<file path="src/rtl/pps_ascii_reporter.sv">
// Latches the seconds count on each PPS strobe and converts it to decimal ASCII with an iterative double-dabble.
// It then streams the digits and a line terminator to the UART. Define PPS_ZERO_SUPPRESS_EN to drop leading zeros.
`timescale 1ns/1ps
module pps_ascii_reporter #(
    parameter int TERM_CRLF = 1
) (
    input  logic        clk_50m,
    input  logic        reset_n,
    input  logic        pps,
    input  logic [15:0] second,
    output logic [7:0]  tx_data,
    output logic        tx_valid,
    input  logic        tx_ready,
    output logic        busy,
    output logic        overrun,
    output logic [7:0]  drop_cnt
);

    typedef enum logic [1:0] {IDLE, CONV, SEND} state_t;

    localparam logic [2:0] LAST_IDX = (TERM_CRLF != 0) ? 3'd6 : 3'd5;

    state_t      state, state_nxt;
    logic [15:0] shift_q;
    logic [19:0] bcd_q;
    logic [19:0] bcd_adj;
    logic [35:0] dd_next;
    logic [3:0]  bit_cnt;
    logic [2:0]  byte_idx;
    logic [2:0]  start_idx;
    logic        transfer;
    logic        last_byte;

    function automatic logic [7:0] byte_at(input logic [2:0] idx, input logic [19:0] bcd);
        case (idx)
            3'd0:    return {4'h3, bcd[19:16]};
            3'd1:    return {4'h3, bcd[15:12]};
            3'd2:    return {4'h3, bcd[11:8]};
            3'd3:    return {4'h3, bcd[7:4]};
            3'd4:    return {4'h3, bcd[3:0]};
            3'd5:    return (TERM_CRLF != 0) ? 8'h0D : 8'h0A;
            default: return 8'h0A;
        endcase
    endfunction

    assign busy      = (state != IDLE);
    assign transfer  = tx_valid & tx_ready;
    assign last_byte = (byte_idx == LAST_IDX);

    // Add-3 correction on every nibble, then one left shift of the combined register.
    always_comb begin
        for (int i = 0; i < 5; i++) begin
            bcd_adj[4*i +: 4] = (bcd_q[4*i +: 4] >= 4'd5) ? bcd_q[4*i +: 4] + 4'd3 : bcd_q[4*i +: 4];
        end
        dd_next = {bcd_adj, shift_q} << 1;
    end

`ifdef PPS_ZERO_SUPPRESS_EN
    // The units digit is always sent, so a value of 0 still prints a single '0'.
    always_comb begin
        if      (bcd_q[19:16] != 4'd0) start_idx = 3'd0;
        else if (bcd_q[15:12] != 4'd0) start_idx = 3'd1;
        else if (bcd_q[11:8]  != 4'd0) start_idx = 3'd2;
        else if (bcd_q[7:4]   != 4'd0) start_idx = 3'd3;
        else                           start_idx = 3'd4;
    end
`else
    assign start_idx = 3'd0;
`endif

    always_ff @(posedge clk_50m or negedge reset_n) begin
        if (!reset_n) state <= IDLE;
        else          state <= state_nxt;
    end

    // NOTE: state_nxt gets its default before the case so no path can leave it unassigned and infer a latch.
    always_comb begin
        state_nxt = state;
        case (state)
            IDLE:    if (pps) state_nxt = CONV;
            CONV:    if (bit_cnt == 4'd15) state_nxt = SEND;
            SEND:    if (transfer && last_byte) state_nxt = IDLE;
            default: state_nxt = IDLE;
        endcase
    end

    // NOTE: every clocked register uses non-blocking assignment so all updates see pre-edge values.
    always_ff @(posedge clk_50m or negedge reset_n) begin
        if (!reset_n) begin
            shift_q  <= '0;
            bcd_q    <= '0;
            bit_cnt  <= '0;
            byte_idx <= '0;
            tx_data  <= '0;
            tx_valid <= 1'b0;
            overrun  <= 1'b0;
            drop_cnt <= '0;
        end else begin
            // Any strobe outside IDLE, including the LF transfer cycle, is dropped.
            overrun <= pps && busy;
            if (pps && busy && drop_cnt != 8'hFF)
                drop_cnt <= drop_cnt + 8'd1;

            case (state)
                IDLE: begin
                    if (pps) begin
                        shift_q <= second;
                        bcd_q   <= '0;
                        bit_cnt <= '0;
                    end
                end
                CONV: begin
                    bcd_q   <= dd_next[35:16];
                    shift_q <= dd_next[15:0];
                    bit_cnt <= bit_cnt + 4'd1;
                end
                SEND: begin
                    // The first SEND cycle loads the opening byte; later bytes load only on a transfer.
                    if (!tx_valid) begin
                        tx_valid <= 1'b1;
                        byte_idx <= start_idx;
                        tx_data  <= byte_at(start_idx, bcd_q);
                    end else if (transfer) begin
                        if (last_byte) begin
                            tx_valid <= 1'b0;
                        end else begin
                            byte_idx <= byte_idx + 3'd1;
                            tx_data  <= byte_at(byte_idx + 3'd1, bcd_q);
                        end
                    end
                end
                default: ;
            endcase
        end
    end

endmodule
</file>
<file path="config.mk">
export PLATFORM = sky130hd
export DESIGN_NAME = pps_ascii_reporter
export DESIGN_NICKNAME = d
export VERILOG_FILES = /design/src/rtl/pps_ascii_reporter.sv
export SDC_FILE = /design/constraint.sdc
export NUM_CORES = 1
export LEC_CHECK = 0
export BUFFER_PORTS_ARGS = -buffer_cell sky130_fd_sc_hd__buf_4
export CAP_MARGIN = 15
export CORE_MARGIN = 5
export CORE_UTILIZATION = 53
export CTS_CLUSTER_DIAMETER = 50
export DETAILED_ROUTE_END_ITERATION = 10
export HOLD_SLACK_MARGIN = 0.03
export PLACE_DENSITY_LB_ADDON = 0.2
export SLEW_MARGIN = 20
export SYNTH_ARGS = -nofsm -noshare
export SYNTH_HDL_FRONTEND = slang
export SYNTH_SLANG_ARGS = --single-unit
</file>
<file path="constraint.sdc">
create_clock -name clk_50m -period 1.5 [get_ports clk_50m]
set_input_delay 0.15 -clock clk_50m [delete_from_list [all_inputs] [get_ports clk_50m]]
set_output_delay 0.15 -clock clk_50m [all_outputs]
set_load 0.05 [all_outputs]
</file>
==> out/metrics.yaml <==
outcome:
  status: "finished with violations"
  violations: "setup timing"
worst_setup_path:
  path_buf_inv: 1
  critPathTopFamily: "compound AO/OA/AOI/OAI gates"
  cp.arrival_ns: 1.88
  critPathSlowestCell: "dfrtp_2"
  required_ns: 1.72
  endpoint_kind: "register"
  crit_cells: 6
  startpoint_type: "register"
  cp_max_fo: 4
  max_stage_delay_ns: 0.44
  critPathKind: "register to register"
  path_cells: "buf_12 > ha_4 > xor2_4 > a221o_1 > o21ai_1 > o221ai_2"
  reg2reg_depth: 6
synth:
  synthesis.area_um2: 3320
  ys_types: 50
  ys_warn_count: 0
  synth_area_per_cell_um2: 9.84
  synthCells: 337
  synth_edf_count: 0
  ys_seq_elements: 60
  ys_async_sr_fraction_pct: 100
  ys_seq_area_share_pct: 45.3
  synth_ff_type: "dfrtp_1"
sta:
  grt_setup_unrepaired: "true"
  holdWs_ns: 0.0811
  slew_viol_final: 0
  max_slew_margin_pct: 65.1
  fin_crit_sh_pct: 110
  setup_ws_ns: -0.156
  timing.fmax_mhz: 604
  finalClockSkew_ns: 0.0110
  hold_violations: 0
  period_needed_ns: 1.66
  tightest_slew_ns: 0.524
  finalSetupViolCount: 7
floorplan:
  die-area_um2: 7940
  io_pins: 39
  start_util_pct: 55.4
  die-height_um: 89.1
  core_um2: 5990
  rows: 28
  chipWidth_um: 89.1
clocking:
  cts.sinks: 60
  clk_pin_slew_ns: 0.07
  cts_buffer_depth: 2
  h-tree-depth: 3
  numCtsBuffers: 9
  clock_latency_ns: 0.34
  cts_tree: "built"
  cts-root-buf: "clkbuf_8"
grt:
  grt_first_pass_wirelength_um: 14200
  grt_pass1_vias: 3038
  grt_use_total_pct: 23.3
  antenna_found_initial: 0
  grt.overflow.total: 0
  grt_max_degree: 34
route:
  avgViaCountPerCell: 5.95
  drt_iter0_drc: 220
  routed_wl_um: 8840
  drc: 0
  drt-wirelength-per-cell_um: 17.1
  num_vias: 3081
  dr.pass1.iters: 5
  postRouteAntennaNets: 0
placed_design:
  gp_congestion: 0.814
  hpwl_um: 5540
  dpl_cell_area_um2: 4020
  dpl.cell_count: 475
  io_buffer_count: 36
pwr:
  powerDensity_nw_per_um2: 2110
  leakage_uw: 0.00209
  vdd_drop_max_mv: 1.62
  p_total_uw: 9880
finish:
  stdcell_count: 518
  area_growth_pct: 40.9
  diodes: 0
  layout.nets: 475
  stdcell_area_um2: 4670
  drive_gt1_share_pct: 41.1
  final_cell_mix: "buf_4 (96), dfrtp_1 (52), o21ai_0 (23), nand2_1 (23), a21oi_1 (21)"
  layout_commonest_cell: "buf_4"
run:
  drv_cap: 0
hold_path:
  hold_depth: 3
  worst_hold_path_type: "primary input to register"
## worst paths after layout
kind	start	endpoint	slack, ns
max in group asynchronous	reset_n	state[0]	0.65
min in group asynchronous	reset_n	tx_data[0]	0.31
setup reg to reg	byte_idx[0]	tx_data[0]	-0.16
setup / recovery	byte_idx[0]	tx_data[0]	-0.16
hold / removal	second[6]	shift_q[6]	0.08
hold reg to reg	tx_data[0]	tx_data[0]	0.50
## through the flow
stage          setup TNS, ns  util (%)  worst slack (ns)
2_1_floorplan         -0.121         -           -0.0439
3_3_place_gp           -2.26      67.1            -0.137
3_5_place_dp           -3.14      67.1            -0.230
4_1_cts               -0.622      74.3            -0.168
5_1_grt                -1.47      78.0            -0.215
6_report              -0.696      78.0            -0.156
## final cells by class
type	count	area [µm²]
fillers	391	1320
well taps	75	93.8
inverters	12	47.5
repair buffers	110	910
multi-input cells	245	1890
clock buffers	13	179
clock inverters	3	42.5
flip-flops and latches	60	1510
## what timing repair did
item                                    4_1_cts  5_1_grt
cloned                                        1        1
gates resized for setup                      31       33
buffers inserted                              7       17
hold endpoints to repair                     31        0
endpoints found under the setup margin       26       24
hold buffers                                  1        0
pin swaps                                    12       18
## cells by family (layout without fill, tap and decap cells)
| logic type | after synthesis | after routing | synth area share [%] |
|---|---|---|---|
| DFF | 60 | 60 | 45.3 |
| other | 1 | 2 | 0.113 |
| xor gates and xnor gates | 15 | 15 | 3.96 |
| muxes | 8 | 8 | 2.68 |
| buffers and inverters | 34 | 138 | 4.68 |
| and+or+nand+nor | 76 | 76 | 11.9 |
| AOI/OAI and AO/OA | 126 | 127 | 25.0 |
| adders and majority gates | 17 | 17 | 6.41 |
## cell usage after synthesis, types with 2 or more instances
library cell  count  area share, %
dfrtp_1          60             45
a221o_1           2           0.60
xnor2_1           8            2.1
inv_1            12            1.4
nand3_1           5           0.75
o21ai_0          33            5.0
ha_1             17            6.4
a222oi_1          2           0.60
buf_4             5            1.1
xor2_1            7            1.8
a32o_1            5            1.5
mux2_2            7            2.4
o21ai_1           4           0.60
a31oi_1           3           0.57
a21oi_1          29            4.4
nor2_1            8           0.91
o22ai_1           5           0.94
nand2b_1         10            1.9
o31ai_1           5            1.1
a22oi_1          15            3.4
o32ai_1           4            1.1
or3_1             2           0.38
or2_2             2           0.38
clkbuf_1          8           0.91
nand2_1          23            2.6
o221ai_1          2           0.53
and3_1            2           0.38
buf_2             7            1.1
a22o_1            4            1.1
nor2b_1          20            3.8
buf_1             2           0.23
## state kept, by name, indices dropped and copies added (netlist names)
name      flops
shift_q      16
byte_idx      3
overrun       1
drop_cnt      8
state         2
bit_cnt       4
tx_data       5
tx_valid      1
bcd_q        20
## worst register-to-register path, delay by kind of cell, from the launching register on
kind,cells,cell delay [ns]
buf+inv,1,0.14
fa+ha+maj,1,0.19
flops,1,0.44
xor+xnor,1,0.17
compound gates,3,0.59
## report_power, final
part	leakage, µW	total, µW	switching [µW]	internal [µW]
clock network	0.000112	1590	646	946
registers	0.000745	2940	656	2280
logic	0.00123	5340	2730	2620
## per-layer routing
metal / GRT usage (%) / share of wire (%)
met5: 0 / 0
met4: 9.74 / 1.7
met3: 5.25 / 4.3
met2: 39.5 / 51
met1: 28.8 / 43
No activity file was read; power rests on OpenSTA's default activity.
